### src/rtl/row_sync_arbiter.sv
// row_sync_arbiter
//   Shares one URAM row port among NUM_CORES cores. Within an epoch, each core
//   is granted at most once, in round-robin order. After every core has been
//   served, an external engine drains the URAM. A one-cycle broadcast pulse
//   then releases all cores into the next epoch.
// Ports
//   clk, reset              : clock, synchronous active-high reset
//   i_core_req/locked       : per-core request / keep-grant flag
//   o_core_grant            : registered one-hot-or-zero grant
//   i_core_uram_*           : per-core URAM controls, packed core k at [k*W +: W]
//   o_URAM_*                : registered URAM port driven by the granted core
//   o_drain_req/i_drain_done: drain handshake with the external engine
//   o_uram_emptied          : one-cycle barrier-release pulse
module row_sync_arbiter #(
  parameter int unsigned NUM_CORES = 8,
  parameter int unsigned ADDR_W    = 12,
  parameter int unsigned DATA_W    = 32
) (
  input  logic                          clk,
  input  logic                          reset,
  input  logic [NUM_CORES-1:0]          i_core_req,
  input  logic [NUM_CORES-1:0]          i_core_locked,
  output logic [NUM_CORES-1:0]          o_core_grant,
  output logic                          o_uram_emptied,
  input  logic [NUM_CORES-1:0]          i_core_uram_en,
  input  logic [NUM_CORES-1:0]          i_core_uram_wr_en,
  input  logic [NUM_CORES*ADDR_W-1:0]   i_core_uram_addr,
  input  logic [NUM_CORES*DATA_W-1:0]   i_core_uram_wr_data,
  output logic                          o_URAM_en,
  output logic                          o_URAM_wr_en,
  output logic [ADDR_W-1:0]             o_URAM_addr,
  output logic [DATA_W-1:0]             o_URAM_wr_data,
  output logic                          o_drain_req,
  input  logic                          i_drain_done
);

  localparam int unsigned PTR_W = (NUM_CORES > 1) ? $clog2(NUM_CORES) : 1;

  typedef enum logic [1:0] {S_IDLE, S_GRANT, S_DRAIN, S_RELEASE} state_t;

  state_t                 r_state;
  logic [NUM_CORES-1:0]   r_served;
  logic [PTR_W-1:0]       r_rr_ptr;
  logic [PTR_W-1:0]       r_gnt_idx;
  logic [NUM_CORES-1:0]   r_grant;
  logic                   r_drain_req;
  logic                   r_emptied;
  logic                   r_uram_en;
  logic                   r_uram_wr_en;
  logic [ADDR_W-1:0]      r_uram_addr;
  logic [DATA_W-1:0]      r_uram_wr_data;

  state_t                 w_state_nxt;
  logic [NUM_CORES-1:0]   w_served_nxt;
  logic [PTR_W-1:0]       w_rr_nxt;
  logic [PTR_W-1:0]       w_gnt_idx_nxt;
  logic [NUM_CORES-1:0]   w_grant_nxt;
  logic                   w_drain_nxt;
  logic                   w_emptied_nxt;

  logic [NUM_CORES-1:0]   w_eligible;
  logic                   w_found;
  logic [PTR_W-1:0]       w_pick;
  logic [PTR_W:0]         w_cand;
  logic                   w_hold;

  logic                   w_uram_en;
  logic                   w_uram_wr_en;
  logic [ADDR_W-1:0]      w_uram_addr;
  logic [DATA_W-1:0]      w_uram_wr_data;

  assign w_eligible = i_core_req & ~r_served;
  assign w_hold     = i_core_req[r_gnt_idx] | i_core_locked[r_gnt_idx];

  // Round-robin search: first eligible core at rr_ptr, rr_ptr+1, ... (mod NUM_CORES)
  always_comb begin : rr_search
    w_found = 1'b0;
    w_pick  = '0;
    w_cand  = '0;
    for (int i = 0; i < NUM_CORES; i++) begin
      w_cand = {1'b0, r_rr_ptr} + (PTR_W+1)'(i);
      if (w_cand >= (PTR_W+1)'(NUM_CORES)) begin
        w_cand = w_cand - (PTR_W+1)'(NUM_CORES);
      end
      if (!w_found && w_eligible[w_cand[PTR_W-1:0]]) begin
        w_found = 1'b1;
        w_pick  = w_cand[PTR_W-1:0];
      end
    end
  end

  // Next-state and next-output logic
  always_comb begin : fsm_next
    w_state_nxt   = r_state;
    w_served_nxt  = r_served;
    w_rr_nxt      = r_rr_ptr;
    w_gnt_idx_nxt = r_gnt_idx;
    w_grant_nxt   = r_grant;
    w_drain_nxt   = 1'b0;
    w_emptied_nxt = 1'b0;
    case (r_state)
      S_IDLE: begin
        // Epoch-complete test takes priority over granting
        if (&r_served) begin
          w_state_nxt = S_DRAIN;
          w_drain_nxt = 1'b1;
        end else if (w_found) begin
          w_state_nxt   = S_GRANT;
          w_grant_nxt   = NUM_CORES'(1) << w_pick;
          w_gnt_idx_nxt = w_pick;
        end
      end
      S_GRANT: begin
        if (!w_hold) begin
          w_state_nxt             = S_IDLE;
          w_grant_nxt             = '0;
          w_served_nxt[r_gnt_idx] = 1'b1;
          w_rr_nxt = (r_gnt_idx == PTR_W'(NUM_CORES-1)) ? '0 : r_gnt_idx + PTR_W'(1);
        end
      end
      S_DRAIN: begin
        if (i_drain_done) begin
          w_state_nxt   = S_RELEASE;
          w_emptied_nxt = 1'b1;
        end else begin
          w_drain_nxt = 1'b1;
        end
      end
      S_RELEASE: begin
        w_state_nxt  = S_IDLE;
        w_served_nxt = '0;
      end
      default: begin
        w_state_nxt = S_IDLE;
        w_grant_nxt = '0;
      end
    endcase
  end

  // AND-OR mux of the granted core's URAM controls; all zero with no grant
  always_comb begin : uram_mux
    w_uram_en      = 1'b0;
    w_uram_wr_en   = 1'b0;
    w_uram_addr    = '0;
    w_uram_wr_data = '0;
    for (int k = 0; k < NUM_CORES; k++) begin
      w_uram_en      = w_uram_en    | (r_grant[k] & i_core_uram_en[k]);
      w_uram_wr_en   = w_uram_wr_en | (r_grant[k] & i_core_uram_wr_en[k]);
      w_uram_addr    = w_uram_addr    | ({ADDR_W{r_grant[k]}} & i_core_uram_addr[k*ADDR_W +: ADDR_W]);
      w_uram_wr_data = w_uram_wr_data | ({DATA_W{r_grant[k]}} & i_core_uram_wr_data[k*DATA_W +: DATA_W]);
    end
  end

  // State and output registers
  always_ff @(posedge clk) begin : regs
    if (reset) begin
      r_state        <= S_IDLE;
      r_served       <= '0;
      r_rr_ptr       <= '0;
      r_gnt_idx      <= '0;
      r_grant        <= '0;
      r_drain_req    <= 1'b0;
      r_emptied      <= 1'b0;
      r_uram_en      <= 1'b0;
      r_uram_wr_en   <= 1'b0;
      r_uram_addr    <= '0;
      r_uram_wr_data <= '0;
    end else begin
      r_state        <= w_state_nxt;
      r_served       <= w_served_nxt;
      r_rr_ptr       <= w_rr_nxt;
      r_gnt_idx      <= w_gnt_idx_nxt;
      r_grant        <= w_grant_nxt;
      r_drain_req    <= w_drain_nxt;
      r_emptied      <= w_emptied_nxt;
      r_uram_en      <= w_uram_en;
      r_uram_wr_en   <= w_uram_wr_en;
      r_uram_addr    <= w_uram_addr;
      r_uram_wr_data <= w_uram_wr_data;
    end
  end

  assign o_core_grant   = r_grant;
  assign o_drain_req    = r_drain_req;
  assign o_uram_emptied = r_emptied;
  assign o_URAM_en      = r_uram_en;
  assign o_URAM_wr_en   = r_uram_wr_en;
  assign o_URAM_addr    = r_uram_addr;
  assign o_URAM_wr_data = r_uram_wr_data;

endmodule

### config.mk
export PLATFORM = sky130hd
export DESIGN_NAME = row_sync_arbiter
export DESIGN_NICKNAME = d
export VERILOG_FILES = /design/src/rtl/row_sync_arbiter.sv
export SDC_FILE = /design/constraint.sdc
export NUM_CORES = 1
export LEC_CHECK = 0
export BUFFER_PORTS_ARGS = -buffer_cell sky130_fd_sc_hd__clkbuf_2
export CAP_MARGIN = 25
export CELL_PAD_IN_SITES_DETAIL_PLACEMENT = 2
export CELL_PAD_IN_SITES_GLOBAL_PLACEMENT = 2
export CORE_AREA = 2 2 172 174
export DETAILED_ROUTE_END_ITERATION = 16
export DIE_AREA = 0 0 174 176
export HOLD_SLACK_MARGIN = 0.12
export PLACE_DENSITY = 0.84
export RECOVER_POWER = 100
export REMOVE_ABC_BUFFERS = 1
export SYNTH_ARGS = -nofsm -noshare
export SYNTH_HDL_FRONTEND = slang
export SYNTH_SLANG_ARGS = --single-unit
### constraint.sdc
create_clock -name clk -period 3.7 [get_ports clk]
set_input_delay 0.37 -clock clk [delete_from_list [all_inputs] [get_ports clk]]
set_output_delay 0.37 -clock clk [all_outputs]
set_load 0.005 [all_outputs]
# Yosys cells after proc, flatten, opt, wreduce, memory -nomap -nowiden
# Cells that the tools add are included.
# word_totals
regBits,72
latchBits,0
ramBits,0
romBits,0
inputBits,387
out_inout_bits,56
word_cells,209
n_memories,0
# op_classes
add_sub_neg,16
mul,0
div,0
order_cmp,18
eq_ne,9
shift,1
muxes,62
bitwise,67
n_reduce_logical,25
# op_table
op,n
$and 32x32->32,8
$or 32x32->32,7
$and 12x12->12,8
$or 12x12->12,7
$mux 3,17
$lt 3x4->1 const B,9
$mux 8,4
$pmux 8 s2,2
$bmux 1 s3,10
$ge 4x4->1 const B,7
$sub 3x1->3 const B,8
$mux 1,22
$add 3x3->4 const B,4
$and 1x1->1,16
$or 1x1->1,15
$add 3x2->4 const B,2
$and 8x8->8,1
$logic_and 1x1->1,8
$mux 2,4
$ne 2x2->1 const B,4
$not 8->8,1
$or 8x8->8,1
$pmux 2 s4,1
$reduce_and 8->1,1
19 further kinds,31

# Logic depth before layout (Yosys ltp)
# Gate-level depths: netlist of run 1.
# depth
ltp_word,30
depth_mapped,12
ltp_nobuf,9

# Worst setup path after synthesis of run 1
# Ideal clock, no wire load.
# synth_path
path_kind,reg2reg
startpoint,reg r_rr_ptr[1]
endpoint,reg r_grant[7] (netlist: o_core_grant[7])
setup_time_ns,0.117
arrival_ns,2.821
required_time_ns,3.583
path_slack_ns,0.762
path_stages_with_launch,10
n_path_buf,0
synth_period_minus_slack_ns,2.938
path_cell_list,dfxtp_1 -> clkinv_1 -> ha_1 -> xnor2_1 -> mux4_2 -> or2_4 -> a211o_1 -> o22ai_4 -> nor2_1 -> a22o_1
# synth_via
elab_chain_len,30
elab_cells_between_ends,83
cone_classes,add/sub: 15; order compare: 8; eq/ne: 1; shift: 1; mux: 43; reduce/logical: 15
# synth_rtl
element,line_no,text
"start, declared",43,logic [PTR_W-1:0] r_rr_ptr;
"start signal, assigned",171,r_rr_ptr <= w_rr_nxt;
"parallel branches: the longest is 30 deep, another holds $add 3x1->4",--,
"end signal, assigned",173,r_grant <= w_grant_nxt;
"end, declared",45,logic [NUM_CORES-1:0] r_grant;
# Parallel ways; which one is timed is not known. The select of a mux whose other input is x is not followed.
# A chain may end at the register's enable or synchronous reset.

# Worst setup path after layout of run 1
# layout_path
startpoint,reg r_rr_ptr[1]
endpoint,reg r_gnt_idx[2]
# layout_via
elab_chain_len,27
elab_cells_between_ends,78
cone_classes,add/sub: 15; order compare: 8; mux: 40; reduce/logical: 15
# layout_rtl
element,line_no,text
"parallel branches: the longest is 27 deep, another holds $add 3x1->4",--,
"end signal, assigned",172,r_gnt_idx <= w_gnt_idx_nxt;
"end, declared",44,logic [PTR_W-1:0] r_gnt_idx;
# Parallel ways; which one is timed is not known. The select of a mux whose other input is x is not followed.

==> metrics.yaml, run 1 <==
status:
  outcome: "finished, violations left"
  violations: "capacitance limit, slew limit"
placed_design:
  hpwl_mm: 28.7
  dpl_worst_slack_ns: 0.606
  port_buffers: 442
  postPlaceCellArea_mm2: 0.00773
  place_congestion: 0.860
clock_network:
  cts-buffers-inserted: 9
  ctsHoldBuffers: 0
  cts-resized-gates: 0
  cts.sinks: 72
  cts_tree: "built"
  clk_latency_ns: 0.34
  clockRootBuffer: "clkbuf_16"
  clkSlewWorstSetupHoldPaths_ns: 0.07
  post-cts-setup-buffers: 0
  htreeDepth: 3
  clockBufferDepth: 2
synth:
  yosysMostFrequentCell: "a22oi_1"
  synth_area_per_cell_um2: 9.10
  yosysSeqAreaShare_pct: 28.4
  synth_top_area_share_pct: 28.4
  yosys.area.top_type: "dfxtp_1"
  synth_xor_area_share_pct: 0.493
  yosys_warnings: 0
  synthTopCellsByArea: "dfxtp_1 (28%), a22oi_1 (28%), a41oi_1 (7.9%), mux4_2 (6.2%), mux2i_1 (3.5%)"
  synth_top_family_by_area: "compound AO/OA/AOI/OAI gates"
  synth_cells: 558
  yosys.area_share.simple_pct: 9.85
  synth_cell_type_count: 54
  ys_ff_latch: 72
  synthTopCellsByCount: "a22oi_1 (190), dfxtp_1 (72), a41oi_1 (46)"
  synth_fa_ha_area_share_pct: 0.985
  synthMuxAreaShare_pct: 11.8
  synth_ff_type: "dfxtp_1"
  synthArstFlopShare_pct: 0
  synth-edff-count: 0
  syn_area_mm2: 0.00508
  synth_compound_area_share_pct: 43.4
timing:
  tightest_slew_ns: 1.95
  setup_viol: 0
  slew_viol_final: 191
  finalCritPeriodShare_pct: 91.2
  rsz0062_at_grt: "false"
  setup_slack_ns: 0.325
  finalHoldViolCount: 0
  tns_ns: 0
  fmax_mhz: 296
  slew-limit-headroom_pct: -30.3
  clock-skew-final_ns: 0.00882
  period_needed_ns: 3.38
routing:
  postRouteWirelength_mm: 36.3
  drc_errors: 0
  drtAntennaViolNets: 0
  via_per_inst: 5.23
  avgRoutedWirePerCell_um: 26.5
  dr.pass1.iters: 7
  routed-via-count: 7161
  drtIter0Drc: 555
setup_path:
  crit_arrival_ns: 3.65
  cp.required_ns: 3.97
  cp-start-kind: "flip-flop"
  r2r_end: "r_gnt_idx[2]"
  end_kind: "flip-flop"
  cp_common_cell: "nor3_1"
  critPathMaxFanout: 13
  max_stage_delay_ns: 0.76
  reg2regPathDepth: 9
  reg2reg_setup_slack_ns: 0.32
  crit_path_cell_trace: "buf_4 > ha_1 > xnor2_2 > mux4_2 > nand3_1 > nor3_1 > nor3_1 > mux2_2 > nor2_1"
  cpMaxStageDelayCell: "nor3_1"
  crit_type: "flip-flop to flip-flop"
  rr_startpoint: "r_rr_ptr[1]"
worst_hold_path:
  whs_path_depth: 3
  min_to: "o_uram_emptied"
  hold_class: "input pin to flip-flop"
  hold_start: "i_drain_done"
floorplan:
  core.rowCount: 62
  initial_utilization_pct: 17.8
  die_h_um: 176
  core_area_mm2: 0.0285
  fp.dieArea_mm2: 0.0306
  io_pins: 443
  die_w_um: 174
final_layout:
  fin_nets: 1365
  syn2layout_area_growth_pct: 56.1
  drive_gt1_share_pct: 46.8
  final_area_mm2: 0.00793
  final_core_util_pct: 27.8
grt:
  grt_max_degree: 36
  grt_overflow: 0
  grt_pass1_vias: 7735
  gr-usage-all-layers_pct: 22.5
  grt_pass1_wl_mm: 50.9
  antenna_found_initial: 5
flow_run:
  drv_cap: 6
power_and_ir_drop:
  vdd_ir_drop_max_mv: 0.163
  p_leak_nw: 3.25
  powerDensity_mw_per_mm2: 366
[stage by stage]
stage          power, mW  cells  hold slack (ns)
5_1_grt             3.06   1368            0.292
6_report            2.91   1368            0.279
3_3_place_gp        2.02   1347            0.527
2_1_floorplan       1.42    501            0.439
3_5_place_dp        2.04   1347            0.536
4_1_cts             2.97   1363            0.257
[placed cells by master, fill, tap and decap left out, types with 3 or more instances in the layout]
cell type and count:
a211oi_1 6, a21oi_1 14, a22o_1 4, a22oi_1 190, a31oi_1 4, a32oi_1 3, a41oi_1 46, buf_4 12
clkbuf_1 48, clkbuf_16 9, clkbuf_2 400, dfxtp_1 72, diode_2 5, ha_1 4, mux2_2 3, mux2i_1 18
mux4_2 14, nand2_1 12, nand2b_1 9, nand3b_1 3, nand4_1 3, nor2_1 29, nor2b_1 12, nor3_1 12
o21ai_0 4, o2bb2ai_1 4
[registers in the layout, summed over array words and instances, names as in the netlist]
register        cells
o_URAM_wr_data     32
o_URAM_addr        12
o_core_grant        8
r_served            8
r_gnt_idx           3
r_rr_ptr            3
r_state             2
o_URAM_en           1
o_URAM_wr_en        1
o_drain_req         1
o_uram_emptied      1
[worst max path at each step]
stage	end	slack, ns	from
floorplan	o_core_grant[7]	0.29	r_rr_ptr[0]
global placement	r_gnt_idx[2]	0.75	r_rr_ptr[1]
detailed placement	o_core_grant[6]	0.61	i_core_req[1]
CTS	o_core_grant[6]	0.55	r_rr_ptr[0]
global route	r_gnt_idx[2]	0.17	r_rr_ptr[0]
finish	r_gnt_idx[2]	0.32	r_rr_ptr[1]
[area by class of cell]
| type | count | area (um^2) |
|---|---|---|
| inverters | 5 | 26.3 |
| fillers | 3477 | 20600 |
| multi-input cells | 424 | 3370 |
| flip-flops and latches | 72 | 1440 |
| repair buffers | 462 | 2310 |
| clock buffers | 10 | 239 |
| well taps | 384 | 480 |
| clock inverters | 6 | 50.0 |
| diodes | 5 | 12.5 |
[critical path, delay by kind of cell (launching register included)]
family	cells	cell delay, ns
flops	1	0.32
mux	2	0.85
simple gates	4	1.24
buf+inv	1	0.18
fa+ha+maj	1	0.24
xor+xnor	1	0.45
[routing by layer]
metal | vias to the layer above | part of all wire [%] | global-route usage (%)
met5 | - | 0 | 0
li1 | 3180 | - | -
met1 | 3520 | 38 | 26.5
met3 | 66 | 9.6 | 7.39
met4 | 0 | 3.2 | 8.96
met2 | 395 | 49 | 37.9
[report_power, final]
part	internal, mW	leakage, nW	total, mW	switching (mW)
sequential	0.875	0.587	1.01	0.137
combinational	0.468	2.52	1.00	0.534
clock	0.481	0.136	0.890	0.409
[kinds of logic (layout without fill, tap and decap cells)]
kind of cell,after synthesis,in the layout
other,0,5
DFF,72,72
adders and majority gates,4,4
muxes,39,39
and+or+nand+nor,92,92
AOI/OAI and AO/OA,287,287
xor gates and xnor gates,2,2
buffers and inverters,62,483
(Power assumes the default switching activity.)
==> run 2: changes to the inputs <==
--- a/config.mk
+++ b/config.mk
@@ -9,11 +9,12 @@
 export CAP_MARGIN = 25
 export CELL_PAD_IN_SITES_DETAIL_PLACEMENT = 2
 export CELL_PAD_IN_SITES_GLOBAL_PLACEMENT = 2
-export CORE_AREA = 2 2 172 174
+export CORE_ASPECT_RATIO = 1.75
+export CORE_MARGIN = 2
+export CORE_UTILIZATION = 17
 export DETAILED_ROUTE_END_ITERATION = 16
-export DIE_AREA = 0 0 174 176
 export HOLD_SLACK_MARGIN = 0.12
-export PLACE_DENSITY = 0.84
+export PLACE_DENSITY = 0.85
 export RECOVER_POWER = 100
 export REMOVE_ABC_BUFFERS = 1
 export SYNTH_ARGS = -nofsm -noshare
==> constraint.sdc (replaced) <==
create_clock -name clk -period 2.9 [get_ports clk]
set_input_delay 0.29 -clock clk [delete_from_list [all_inputs] [get_ports clk]]
set_output_delay 0.29 -clock clk [all_outputs]
set_load 0.005 [all_outputs]
==> metrics.yaml, run 2 (same netlist as run 1, synthesis figures left out) <==
status:
  outcome: "finished, violations left"
  violations: "capacitance limit, slew limit"
setup_path:
  reg2reg_setup_slack_ns: 0.08
  rr_startpoint: "r_served[2]"
  cp-start-kind: "flip-flop"
  cp.required_ns: 3.16
  cpMaxStageDelayCell: "mux4_2"
  r2r_end: "o_core_grant[6]"
  max_stage_delay_ns: 0.53
  crit_path_cell_trace: "and2b_1 > mux2_4 > mux4_2 > or2_4 > a211oi_1 > o32ai_2 > buf_4 > nor2b_1 > a22o_1"
  crit_arrival_ns: 3.08
  reg2regPathDepth: 9
  end_kind: "flip-flop"
  crit_type: "flip-flop to flip-flop"
  critPathMaxFanout: 7
clock_network:
  clk_latency_ns: 0.36
  htreeDepth: 3
  clkSlewWorstSetupHoldPaths_ns: 0.07
  ctsHoldBuffers: 0
  cts_tree: "built"
  clockBufferDepth: 2
  cts.sinks: 72
  cts-buffers-inserted: 9
  clockRootBuffer: "clkbuf_16"
floorplan:
  core.rowCount: 83
  core_area_mm2: 0.0294
  die_h_um: 233
  fp.dieArea_mm2: 0.0313
  initial_utilization_pct: 17.3
  die_w_um: 135
  io_pins: 443
timing:
  slew_viol_final: 34
  clock-skew-final_ns: 0.00984
  setup_slack_ns: 0.0807
  finalHoldViolCount: 0
  slew-limit-headroom_pct: -0.728
  period_needed_ns: 2.82
  setup_viol: 0
  tightest_slew_ns: 1.51
  finalCritPeriodShare_pct: 97.2
  fmax_mhz: 355
grt:
  antenna_found_initial: 1
  grt_use_met2_pct: 39.0
  grt_overflow: 0
  gr-usage-all-layers_pct: 21.4
  grt_use_met1_pct: 21.6
  grt_use_met3_pct: 6.14
  grt.busiest_layer: "met2"
  grt_pass1_vias: 7870
  grt_pass1_wl_mm: 49.1
  grt_max_degree: 35
worst_hold_path:
  hold_class: "input pin to flip-flop"
  hold_start: "i_drain_done"
  min_to: "o_uram_emptied"
  whs_path_depth: 3
final_layout:
  fin_nets: 1385
  seq_area_mm2: 0.00145
  syn2layout_area_growth_pct: 60.9
  multi_input_area_mm2: 0.00343
  drive_gt1_share_pct: 48.9
  largest_register_ffs: 32
  most-common-layout-cells: "clkbuf_2 (395), a22oi_1 (190), dfxtp_1 (69)"
  final_core_util_pct: 27.8
  layout.filler_cells: 3513
  diodes: 0
  final_common_cell: "clkbuf_2"
power_and_ir_drop:
  vdd_ir_drop_max_mv: 0.289
  p_leak_nw: 3.35
  powerDensity_mw_per_mm2: 460
routing:
  dr.pass1.iters: 5
  routed-via-count: 7160
  drtAntennaViolNets: 0
  via_per_inst: 5.18
  drtIter0Drc: 362
  postRouteWirelength_mm: 34.9
  drc_errors: 0
  avgRoutedWirePerCell_um: 25.3
placed_design:
  hpwl_mm: 28.5
  port_buffers: 442
  dpl_worst_slack_ns: -0.163
  place_congestion: 0.908
flow_run:
  drv_cap: 1
==> run 2: cell types whose count changed in the layout (fill, tap and decap cells not counted), moves of 3 or more <==
cell      change
clkbuf_2      -5
buf_12        +3
dfxtp_1       -3
buf_4        +17
diode_2       -5
clkbuf_1      +3
dfxtp_2       +3
==> run 2: how the worst max path moves through the flow <==
| stage | start | to | slack, ns | cells past startpoint |
|---|---|---|---|---|
| after global placement | r_rr_ptr[0] | o_core_grant[7] | 0.01 | 9 |
| after CTS | r_rr_ptr[1] | o_core_grant[7] | 0.004 | 11 |
| after floorplan | r_rr_ptr[0] | o_core_grant[7] | -0.51 | 9 |
| after global routing | r_rr_ptr[0] | o_core_grant[6] | -0.01 | 10 |
| after detailed placement | i_core_req[1] | o_core_grant[7] | -0.16 | 10 |
| final | r_served[2] | o_core_grant[6] | 0.08 | 9 |
==> run 2: worst max-delay path: cells and delay by family (launching register included) <==
kind	cells	cell delay, ns
compound gates	3	0.62
simple gates	3	0.70
mux	2	0.83
buf+inv	1	0.16
flops	1	0.39
==> run 2: what timing repair did <==
item,4_1_cts,5_1_grt
setup buffers,0,1
setup endpoints to repair,9,11
resized for setup,8,7
pin swaps,1,1
endpoints found under the hold margin,0,0
==> run 2: metal layers <==
layer	routed length, um	part of all wire (%)
met5	10	0.029
met4	1650	4.7
met3	2770	7.9
met2	18300	52
met1	12200	35
==> run 2: cell type report <==
class | instances | area share, %
clock buffer | 9 | 2.76
clock inverter | 7 | 0.689
inverter | 5 | 0.368
multi-input combinational | 424 | 42.0
sequential | 72 | 17.7
tap | 382 | 5.85
timing repair buffer | 482 | 30.6
==> run 2: per-stage QoR <==
stage	std cells	power [mW]	setup TNS, ns	cell area, um^2	hold slack, ns
after floorplan	501	1.81	-4.66	4850	0.359
after global placement	1364	2.64	0	7900	0.550
after detailed placement	1364	2.68	-1.07	7900	0.567
after CTS	1380	3.85	0	8230	0.156
after global routing	1381	3.97	-0.0164	8170	0.178
final	1381	3.76	0	8170	0.191
==> run 2: where the power goes <==
part | leakage, nW | switching [mW] | internal, mW
Combinational | 2.63 | 0.720 | 0.654
Clock | 0.130 | 0.522 | 0.588
Sequential | 0.588 | 0.157 | 1.12
Total | 3.35 | 1.40 | 2.36
